## config.mk

```make
export PLATFORM = sky130hd
export DESIGN_NAME = debug_mem_responder
export DESIGN_NICKNAME = d
export VERILOG_FILES = /design/src/rtl/debug_mem_responder.sv
export SDC_FILE = /design/constraint.sdc
export NUM_CORES = 1
export LEC_CHECK = 0
export BUFFER_PORTS_ARGS = -buffer_cell sky130_fd_sc_hd__buf_2
export CAP_MARGIN = 10
export CORE_ASPECT_RATIO = 1.1
export CORE_MARGIN = 5
export CORE_UTILIZATION = 50
export DETAILED_ROUTE_END_ITERATION = 6
export PLACE_DENSITY_LB_ADDON = 0.2
export SETUP_SLACK_MARGIN = 0.4
export SYNTH_ARGS = -nofsm -noshare
export SYNTH_HDL_FRONTEND = slang
export SYNTH_SLANG_ARGS = --single-unit
export TNS_END_PERCENT = 30
```

## constraint.sdc

```tcl
create_clock -name clk -period 4.8 [get_ports clk]
set_input_delay 0.96 -clock clk [delete_from_list [all_inputs] [get_ports clk]]
set_output_delay 0.96 -clock clk [all_outputs]
set_load 0.02 [all_outputs]
```

## src/rtl/debug_mem_responder.sv

```systemverilog
// Debug-port to memory bridge, one transaction in flight; read answers at T+3, write at T+2 with no grant stall.
// Backpressure: mem_req holds until mem_gnt, and the response holds until dbg_done; a stuck downstream is aborted after TIMEOUT_CYCLES.
module debug_mem_responder #(
  parameter int unsigned TIMEOUT_CYCLES = 1023,
  parameter logic [31:0] ERR_WORD       = 32'hDEAD_BEEF
) (
  input  logic        clk,
  input  logic        rst,
  input  logic        enable,
  input  logic [31:0] dbg_addr,
  input  logic        dbg_read,
  input  logic [3:0]  dbg_write,
  input  logic [31:0] dbg_store,
  input  logic        dbg_done,
  output logic        dbg_ready,
  output logic [31:0] dbg_load,
  output logic        dbg_error,
  output logic        mem_req,
  output logic        mem_we,
  output logic [31:0] mem_addr,
  output logic [3:0]  mem_wstrb,
  output logic [31:0] mem_wdata,
  input  logic        mem_gnt,
  input  logic        mem_rvalid,
  input  logic [31:0] mem_rdata
);

  localparam int unsigned CNT_RAW = $clog2(TIMEOUT_CYCLES + 1);
  localparam int unsigned CNT_W   = (CNT_RAW > 10) ? CNT_RAW : 10;
  localparam logic [CNT_W-1:0] CNT_MAX = CNT_W'(TIMEOUT_CYCLES);

  typedef enum logic [1:0] {IDLE, REQ, WAIT, RESP} state_t;

  state_t            state_q, state_d;
  logic [CNT_W-1:0]  cnt_q, cnt_d, cnt_inc;
  logic              timeout;
  logic [31:0]       load_q, load_d;
  logic              err_q, err_d;
  logic              we_q, we_d;
  logic [31:0]       addr_q, addr_d;
  logic [3:0]        wstrb_q, wstrb_d;
  logic [31:0]       wdata_q, wdata_d;

  // Saturating count of cycles spent in REQ+WAIT; abort on the cycle it reaches the limit.
  assign cnt_inc = (cnt_q == CNT_MAX) ? cnt_q : cnt_q + CNT_W'(1);
  assign timeout = (state_q == REQ || state_q == WAIT) && (cnt_inc == CNT_MAX);

  always_comb begin
    state_d = state_q;
    cnt_d   = cnt_q;
    load_d  = load_q;
    err_d   = err_q;
    we_d    = we_q;
    addr_d  = addr_q;
    wstrb_d = wstrb_q;
    wdata_d = wdata_q;
    case (state_q)
      IDLE: begin
        if (enable && (dbg_read || (dbg_write != 4'h0))) begin
          // A simultaneous read wins; the write strobes are discarded.
          we_d    = !dbg_read;
          addr_d  = {dbg_addr[31:2], 2'b00};
          wstrb_d = dbg_read ? 4'h0 : dbg_write;
          wdata_d = dbg_store;
          err_d   = 1'b0;
          cnt_d   = '0;
          state_d = REQ;
        end
      end
      REQ: begin
        cnt_d = cnt_inc;
        if (timeout) begin
          load_d  = ERR_WORD;
          err_d   = 1'b1;
          state_d = RESP;
        end else if (mem_gnt) begin
          if (we_q) begin
            load_d  = 32'h0;
            state_d = RESP;
          end else begin
            state_d = WAIT;
          end
        end
      end
      WAIT: begin
        cnt_d = cnt_inc;
        if (timeout) begin
          load_d  = ERR_WORD;
          err_d   = 1'b1;
          state_d = RESP;
        end else if (mem_rvalid) begin
          load_d  = mem_rdata;
          state_d = RESP;
        end
      end
      RESP: begin
        if (dbg_done) state_d = IDLE;
      end
      default: state_d = IDLE;
    endcase
  end

  always_ff @(posedge clk) begin
    if (rst) begin
      state_q <= IDLE;
      cnt_q   <= '0;
      load_q  <= 32'h0;
      err_q   <= 1'b0;
      we_q    <= 1'b0;
      addr_q  <= 32'h0;
      wstrb_q <= 4'h0;
      wdata_q <= 32'h0;
    end else begin
      state_q <= state_d;
      cnt_q   <= cnt_d;
      load_q  <= load_d;
      err_q   <= err_d;
      we_q    <= we_d;
      addr_q  <= addr_d;
      wstrb_q <= wstrb_d;
      wdata_q <= wdata_d;
    end
  end

  assign mem_req   = (state_q == REQ);
  assign dbg_ready = (state_q == RESP);
  assign dbg_load  = load_q;
  assign dbg_error = err_q;
  assign mem_we    = we_q;
  assign mem_addr  = addr_q;
  assign mem_wstrb = wstrb_q;
  assign mem_wdata = wdata_q;

endmodule

```

==> impl_metrics.json <==
{
  "outcome": "finished, final reports clean",
  "die_height_um": 111,
  "vias_per_cell": 5.38,
  "post-place-ws_ps": 1490,
  "syn-cell-area_um2": 4640,
  "post_cts_resized": 0,
  "maxSlewViolCount": 0,
  "cts_tree": "done",
  "synth_area_leaders": "dfxtp_1, nand2_1, a21oi_1, a31oi_1, nand3_1",
  "cts_root_buf": "clkbuf_8",
  "htree_levels": 3,
  "clock-sinks": 112,
  "place_inst": 857,
  "synthArstFlopShare_pct": 0,
  "core.rowCount": 36,
  "yosys_warnings": 0,
  "grt_usage_pct": 22.6,
  "grt.overflow.total": 0,
  "grt_pass1_vias": 4393,
  "hold_slack_ps": 455,
  "fin_skew_ps": 7.35,
  "finalCritPeriodShare_pct": 70.9,
  "cp_max_fo": 32,
  "p_per_area_nw_per_um2": 501,
  "insertion_delay_ps": 370,
  "required_ps": 5110,
  "fmaxAchievable_ghz": 0.294,
  "dr.pass1.iters": 7,
  "seq_area_frac_synth_pct": 48.3,
  "yosysUniqueCellTypes": 47,
  "tightestPinTransition_ps": 1160,
  "critPathSlowestCell": "or2_1",
  "drc": 0,
  "dr.first_iter.drc_count": 257,
  "synth-seq-cells": 112,
  "io_buffers": 206,
  "worstPathCellList": "ha_1 -> nand4_1 -> nor2_1 -> mux2i_1 -> o2111ai_2 -> or2_1 -> nand4b_1 -> mux2i_1",
  "grt_first_pass_wirelength_mm": 21.0,
  "netlist_instances": 582,
  "crit_path_end_kind": "flip-flop",
  "synth_top_area_share_pct": 48.3,
  "period_minus_slack_ps": 3410,
  "wl_mm": 13.0,
  "arrival_ps": 3710,
  "cp-start-kind": "flip-flop",
  "coreArea_um2": 8960,
  "cp_top_family": "simple AND/OR/NAND/NOR gates",
  "cts_setup_buffers": 0,
  "final_cells": 873,
  "drive_gt1_share_pct": 30.6,
  "ant_nets": 0,
  "finalSetupTns_ps": 0,
  "cp_common_cell": "mux2i_1",
  "globalplace.congestion": 0.798,
  "place.detailed.hpwl_mm": 9.07,
  "antenna_found_initial": 0,
  "nets": 867,
  "grt_max_degree": 121,
  "hold_buffers": 0,
  "avgSynthCellArea_um2": 7.98,
  "fin_ws_ps": 1390,
  "syn_to_final_growth_pct": 26.4,
  "max_stage_delay_ps": 880,
  "max_slew_margin_pct": 22.4,
  "clk_pin_slew_ps": 100,
  "cts_made_buffers": 9,
  "die_area_um2": 11300,
  "die_width_um": 102,
  "wl_per_cell_um": 14.9,
  "crit_start": "cnt_q[0]$_SDFFE_PP0P_",
  "maxCapViolations": 0,
  "min_path_type": "flip-flop to flip-flop",
  "start_util_pct": 51.8,
  "r2r-start": "cnt_q[0]$_SDFFE_PP0P_",
  "path_class": "flip-flop to flip-flop",
  "yosysTopAreaCell": "dfxtp_1",
  "top_level_ports": 211,
  "synth-edff-count": 0,
  "worst-path-buf-inv": 0,
  "rsz0062_at_grt": "no",
  "hp-start": "mem_wstrb[3]$_SDFFE_PP0P_",
  "p_leak_uw": 0.00260,
  "hold_violations": 0,
  "setup_violations": 0,
  "clockBufferDepth": 2,
  "ys.flop_type": "dfxtp_1",
  "vias": 4698,
  "n_antenna_cell": 0,
  "peakVddDrop_mv": 0.294
}
synth_stat cells, types with 2 or more instances:
master and instances:
o21ai_1 3, buf_2 10, buf_4 8, a211oi_1 3, nand3_1 28, o21ai_0 8
dfxtp_1 112, nand4b_1 8, or2_1 2, clkbuf_1 31, a311oi_1 2, inv_1 9
nor3_1 6, ha_1 6, nand4_1 3, a22oi_1 2, nand3b_1 6, nor2_1 19
nand2b_1 11, a21oi_1 80, nand2_1 164, o31ai_1 2, mux2i_1 9, a31oi_1 27
state kept, by name, indices dropped and copies added (netlist names):
signal     flops
cnt_q         10
dbg_error      1
dbg_load      32
mem_addr      30
mem_wdata     32
mem_we         1
mem_wstrb      4
state_q        2
layer usage:
layer / GRT usage [%] / up-vias / routed length [um]
met5: 0 / - / 0
met4: 8.66 / 0 / 357
li1: - / 2327 / -
met3: 6.86 / 29 / 1170
met2: 38.5 / 191 / 6400
met1: 26.3 / 2151 / 5080
worst register-to-register path: cells and delay by family, from the launching register on:
kind                     cells  cell delay [ps]
AND/OR/NAND/NOR              4             1800
flip-flops                   1              500
adder cells (fa/ha/maj)      1              500
multiplexers                 2              390
AO/OA/AOI/OAI                1              160
kinds of logic (layout without fill, tap and decap cells):
family	after synthesis	in the layout	share of synthesized area (%)
AOI/OAI and AO/OA	139	139	17.4
adders and majority gates	6	6	1.62
buffers and inverters	58	234	5.61
DFF	112	112	48.3
muxes	9	9	1.94
other	1	2	0.0808
and+or+nand+nor	257	257	25.0
worst paths after layout:
kind                            slack (ps)                   endpoint  cells past startpoint
worst max-delay path                  1390   dbg_load[8]$_SDFFE_PP0P_                      8
worst max register to register        1390   dbg_load[8]$_SDFFE_PP0P_                      8
worst min-delay path                   450  mem_wstrb[3]$_SDFFE_PP0P_                      2
worst min register to register         450  mem_wstrb[3]$_SDFFE_PP0P_                      2
placed cells by master, fill, tap and decap left out, types with 11 or more instances in the layout:
master,Yosys,final
nand2b_1,11,11
nor2_1,19,18
nand2_1,164,164
a31oi_1,27,27
nand3_1,28,28
dfxtp_1,112,112
buf_2,10,205
a21oi_1,80,80
per-stage QoR:
stage | total power (uW) | cell area [um2] | util [%]
6_report | 2940 | 5870 | 65.5
3_5_place_dp | 2290 | 5630 | 62.8
2_1_floorplan | 1980 | 4650 | -
4_1_cts | 2960 | 5870 | 65.5
5_1_grt | 3130 | 5870 | 65.5
3_3_place_gp | 2250 | 5630 | 62.8
report_power, final:
group          internal (uW)  switching, uW  leakage [uW]
Clock                    351            320      0.000122
Combinational            338            791       0.00157
Sequential              1070           74.7      0.000912
final cells by class:
type	count	area [um2]
repair buffers	209	1060
well taps	114	143
fillers	778	3100
multi-input cells	413	2150
inverters	9	33.8
clock inverters	6	115
flip-flops and latches	112	2240
clock buffers	10	128
No activity file was read; power rests on OpenSTA's default activity.
